===== config.mk =====
export PLATFORM = sky130hd
export DESIGN_NAME = gpio_in_ip
export DESIGN_NICKNAME = d
export VERILOG_FILES = /design/src/rtl/gpio_defs.sv /design/src/rtl/gpio_in_debounce.sv /design/src/rtl/gpio_in_ip.sv
export SDC_FILE = /design/constraint.sdc
export NUM_CORES = 1
export LEC_CHECK = 0
export ABC_CLOCK_PERIOD_IN_PS = 4600
export BUFFER_PORTS_ARGS = -buffer_cell sky130_fd_sc_hd__buf_2
export CORE_ASPECT_RATIO = 1.5
export CORE_UTILIZATION = 50
export CTS_CLUSTER_DIAMETER = 30
export DETAILED_ROUTE_END_ITERATION = 8
export HOLD_SLACK_MARGIN = 0.15
export PLACE_DENSITY_LB_ADDON = 0.15
export SLEW_MARGIN = 15
export SYNTH_ARGS = -nofsm -noshare
export SYNTH_HDL_FRONTEND = slang
export SYNTH_SLANG_ARGS = --single-unit

===== constraint.sdc =====
create_clock -name clk -period 4.6 [get_ports clk]
set_input_delay 0.92 -clock clk [delete_from_list [all_inputs] [get_ports clk]]
set_output_delay 0.92 -clock clk [all_outputs]
set_load 0.02 [all_outputs]

===== src/rtl/gpio_defs.sv =====
// Shared register indices and default timing parameters for the GPIO register blocks.
package gpio_defs;

  typedef enum logic [1:0] {
    GPIO_IN_DATA    = 2'd0,
    GPIO_IN_RISE_EN = 2'd1,
    GPIO_IN_FALL_EN = 2'd2,
    GPIO_IN_STATUS  = 2'd3
  } gpio_in_reg_e;

  localparam int GPIO_IN_SYNC_STAGES     = 2;
  localparam int GPIO_IN_DEBOUNCE_CYCLES = 4;

endpackage


===== src/rtl/gpio_in_debounce.sv =====
// One pin: SYNC_STAGES-flop synchronizer, then a level must differ for DEBOUNCE_CYCLES cycles before it becomes stable.
// rise/fall pulse on the same edge stable changes; no backpressure.
module gpio_in_debounce
  import gpio_defs::*;
#(
  parameter int SYNC_STAGES     = GPIO_IN_SYNC_STAGES,
  parameter int DEBOUNCE_CYCLES = GPIO_IN_DEBOUNCE_CYCLES
) (
  input  logic clk,
  input  logic resetn,
  input  logic pin,
  output logic stable,
  output logic rise,
  output logic fall
);

  localparam int CW = $clog2(DEBOUNCE_CYCLES) + 1;
  localparam logic [CW-1:0] CNT_LAST = CW'(DEBOUNCE_CYCLES - 1);

  logic [SYNC_STAGES-1:0] sync_q;
  logic [CW-1:0]          cnt_q;
  logic                   stable_q;
  logic                   sync;
  logic                   accept;

  assign sync   = sync_q[SYNC_STAGES-1];
  assign accept = (sync != stable_q) && (cnt_q == CNT_LAST);

  always_ff @(posedge clk) begin
    if (!resetn) begin
      sync_q   <= '0;
      cnt_q    <= '0;
      stable_q <= 1'b0;
    end else begin
      sync_q <= {sync_q[SYNC_STAGES-2:0], pin};
      // Any return to the stable level restarts the qualification window.
      if (sync == stable_q) begin
        cnt_q <= '0;
      end else if (accept) begin
        stable_q <= sync;
        cnt_q    <= '0;
      end else begin
        cnt_q <= cnt_q + 1'b1;
      end
    end
  end

  assign stable = stable_q;
  assign rise   = accept & sync;
  assign fall   = accept & ~sync;

endmodule


===== src/rtl/gpio_in_ip.sv =====
// GPIO input block: debounced pins, per-bit edge enables, sticky W1C status and level irq.
// Pin-to-DATA latency SYNC_STAGES+DEBOUNCE_CYCLES edges; zero-latency reads, no backpressure.
module gpio_in_ip
  import gpio_defs::*;
#(
  parameter int WIDTH           = 32,
  parameter int SYNC_STAGES     = GPIO_IN_SYNC_STAGES,
  parameter int DEBOUNCE_CYCLES = GPIO_IN_DEBOUNCE_CYCLES
) (
  input  logic             clk,
  input  logic             resetn,
  input  logic             wr_en,
  input  logic             rd_en,
  input  logic [1:0]       addr,
  input  logic [31:0]      wr_data,
  output logic [31:0]      rd_data,
  input  logic [WIDTH-1:0] gpio_in,
  output logic             irq
);

  logic [WIDTH-1:0] stable;
  logic [WIDTH-1:0] rise;
  logic [WIDTH-1:0] fall;
  logic [WIDTH-1:0] rise_en_q;
  logic [WIDTH-1:0] fall_en_q;
  logic [WIDTH-1:0] status_q;
  logic [WIDTH-1:0] status_set;
  logic [WIDTH-1:0] status_clr;

  for (genvar i = 0; i < WIDTH; i++) begin : g_pin
    gpio_in_debounce #(
      .SYNC_STAGES     (SYNC_STAGES),
      .DEBOUNCE_CYCLES (DEBOUNCE_CYCLES)
    ) u_debounce (
      .clk    (clk),
      .resetn (resetn),
      .pin    (gpio_in[i]),
      .stable (stable[i]),
      .rise   (rise[i]),
      .fall   (fall[i])
    );
  end

  always_comb begin
    status_set = (rise & rise_en_q) | (fall & fall_en_q);
    status_clr = '0;
    if (wr_en && (addr == GPIO_IN_STATUS)) begin
      status_clr = wr_data[WIDTH-1:0];
    end
  end

  always_ff @(posedge clk) begin
    if (!resetn) begin
      rise_en_q <= '0;
      fall_en_q <= '0;
      status_q  <= '0;
    end else begin
      if (wr_en && (addr == GPIO_IN_RISE_EN)) rise_en_q <= wr_data[WIDTH-1:0];
      if (wr_en && (addr == GPIO_IN_FALL_EN)) fall_en_q <= wr_data[WIDTH-1:0];
      // A new edge in the same cycle as a clear must not be lost.
      status_q <= (status_q & ~status_clr) | status_set;
    end
  end

  always_comb begin
    rd_data = '0;
    if (resetn && rd_en) begin
      case (addr)
        GPIO_IN_DATA:    rd_data = 32'(stable);
        GPIO_IN_RISE_EN: rd_data = 32'(rise_en_q);
        GPIO_IN_FALL_EN: rd_data = 32'(fall_en_q);
        GPIO_IN_STATUS:  rd_data = 32'(status_q);
        default:         rd_data = '0;
      endcase
    end
  end

  assign irq = resetn & (|status_q);

endmodule


==> metrics.txt <==
DR vias 8,488; port bufs a little over 100; number of flops mapped to enable cells by yosys 0; Max IR drop VDD between 200 and 300 uV; fin crit period 3.642 ns; worst rel slew slack between 40 and 50%; All-Layer GR Usage a little over a fifth; Post-DP Area 12,850 sq um; Mapped Area 12,120 sq um; Final period util between 70% and 80%; Crit path arrival time between 2 and 3 ns; top-area cell type share of the netlist area between 40% and 50%; Die Ht between 150 and 200 um; Synthesized Nets about 1,300; post-route cell area approximately 14,000 sq um; PD cells 436.0 nW/um^2; share of cells above drive strength 1 about 17%; 1st-pass router iterations 6; Net Switching 1.417 mW; CTS tree done; clock sink count 288; required time of the critical path around 3.7 ns; Leak a little under 6 nW; Area Overhead vs Synth 19.35%; n_diodes 0; register area share after synthesis 47.59%; gpl congestion approximately 0.76; Comb pwr share under 10%; initial core utilization between 50% and 60%; Synth Instances between 1,000 and 1,500; Setup crit end kind output port; initial antenna violation count 1; worst skew pair latency 0.54 ns; CTS clk-pin slew, worst paths 0.05 ns; Final Max Tran Viols 0; Reg power frac around two fifths; H-tree Lvls 2; Worst-Margin Slew around 0.84 ns; DR WL/cell around 15 um; Synth Area per Inst around 10 sq um; Die X about 130 um; Net Sw Frac roughly 22%; status completed; Unique masters post-synth 25; RSZ-0062 raised after global routing false; PostCTS Resize Cnt 0; I/O Pins roughly 100; vias per cell between 5 and 6; First DRT Iteration DRCs between 200 and 300; Hold-fix buffers, CTS 0; worst clock skew about 0.016 ns; Most used DFF post-synth dfxtp_1; crit path max fanout 16; Clock Path Buffers 3; DIE AREA roughly 25,000 sq um; Fmax around 270 MHz; vias in the first global route around 8,400; Post-synth ARST share 0%; Antenna Violating Nets Remaining 0; FF+latch count, synth about 290; first-pass GRT wire length 40,620 um; CTS Buf Count 47; Routed Wire Length about 25,000 um; Post-CTS Repair Setup Buffers 0; biggest area consumer among synthesized cells dfxtp_1; Hold Fails Final Rpt 0; final net count about 1,400; Clk pwr share 55.3%; post-layout util about three fifths; Yosys Warn Count 0; # rows between 60 and 70; core area around 24,000 sq um; DR DRC count 0; dpl hpwl 16,200 um; final hold slack 0.4150 ns; Max Cap Violations 0; Internal Power roughly 4.9 mW; crit start category input pin; Setup TNS 0 ns; Finish-stage setup viols 0; clk root buf clkbuf_16; Area contributors post-synth dfxtp_1 48%, ha_1 6.6%, a21boi_0 6.3%; worst hold path class flop to flop; critical path type input pin to output port; GR Overflow Total 0; largest net degree at the start of global routing 82
[critical path, cell delays in order]
cell	delay, ns
buf_2	0.45
buf_4	0.38
mux4_1	0.62
and3_1	0.20
buf_2	0.15
[Yosys cell counts, drive strengths merged (8+ instances only)]
cell / n
nor4: 8
nand3b: 98
mux4: 32
a21boi: 128
xor2: 32
clkbuf: 31
nor2b: 32
ha: 64
and3: 33
o21a: 33
dfxtp: 288
nor2: 96
inv: 64
buf: 25
nand2: 128
mux2i: 32
and2: 64
[worst paths after layout]
| check | from | to | slack (ns) | cells past startpoint |
|---|---|---|---|---|
| worst max-delay path | addr[1] | rd_data[28] | 0.96 | 5 |
| worst min-delay path | g_pin[1].u_debounce.cnt_q[0] | g_pin[1].u_debounce.cnt_q[0] | 0.42 | 1 |
| worst max register to register | g_pin[21].u_debounce.cnt_q[0] | status_q[21] | 3.41 | 4 |
| worst min register to register | g_pin[1].u_debounce.cnt_q[0] | g_pin[1].u_debounce.cnt_q[0] | 0.42 | 1 |
[placed cells by master (no fill, tap or decap), types with 2 or more instances in the layout]
| master | n |
|---|---|
| a21boi_0 | 102 |
| a21boi_1 | 26 |
| and2_1 | 64 |
| and3_1 | 32 |
| and3b_2 | 2 |
| buf_12 | 2 |
| buf_2 | 101 |
| buf_4 | 10 |
| bufinv_16 | 4 |
| clkbuf_1 | 4 |
| clkbuf_16 | 48 |
| clkbuf_8 | 5 |
| clkinv_2 | 6 |
| clkinv_4 | 5 |
| clkinvlp_4 | 9 |
| dfxtp_1 | 288 |
| ha_1 | 64 |
| inv_1 | 64 |
| inv_6 | 5 |
| mux2i_1 | 32 |
| mux4_1 | 4 |
| mux4_2 | 28 |
| nand2_1 | 128 |
| nand3b_1 | 97 |
| nand4_1 | 2 |
| nor2_1 | 96 |
| nor2b_1 | 32 |
| nor4_1 | 8 |
| o21a_1 | 33 |
| xor2_1 | 32 |
[power by group through the flow]
stage	combinational (mW)	clock, mW	sequential [mW]
floorplan	0.153	0	2.63
global placement	0.228	0	2.64
detailed placement	0.232	0	2.64
CTS	0.234	3.57	2.59
global route	0.255	3.68	2.59
finish	0.229	3.49	2.59
[through the flow]
| stage | cells | power (mW) | worst slack [ns] |
|---|---|---|---|
| final | 1656 | 6.304 | 0.9576 |
| after global routing | 1656 | 6.526 | 0.8253 |
| after CTS | 1656 | 6.385 | 0.9079 |
| after detailed placement | 1569 | 2.869 | 0.9289 |
| after global placement | 1569 | 2.864 | 0.9488 |
| after floorplan | 1192 | 2.780 | 1.743 |
[metal layers]
metal | vias to the layer above | part of all wire [%] | track usage, %
met5 | - | 0.032 | 0
met4 | 2 | 3.0 | 8.688
met3 | 60 | 3.7 | 4.020
met2 | 145 | 50 | 37.98
met1 | 4029 | 43 | 23.53
li1 | 4252 | - | -
[flip-flops by register name, summed over array words and instances, names as in the netlist]
register and count:
g_pin.u_debounce.cnt_q 96, g_pin.u_debounce.sync_q 64, fall_en_q 32, g_pin.u_debounce.stable 32, rise_en_q 32, status_q 32
[layout make-up]
| cell class | count | area [sq um] |
|---|---|---|
| Inverter | 64 | 240.2 |
| Clock buffer | 57 | 1285 |
| Multi-Input combinational cell | 784 | 5817 |
| Timing Repair Buffer | 114 | 631.9 |
| Sequential cell | 288 | 5766 |
| Tap cell | 319 | 399.1 |
| Fill cell | 2047 | 9281 |
| Clock inverter | 30 | 321.6 |
[kinds of logic after synthesis]
kind of cell | share of synthesized area, %
multiplexers | 8.716
AND/OR/NAND/NOR | 20.40
buffers and inverters | 4.399
XOR/XNOR | 2.313
adder cells (fa/ha/maj) | 6.610
AO/OA/AOI/OAI | 9.976
flip-flops | 47.59
(Power assumes the default switching activity.)
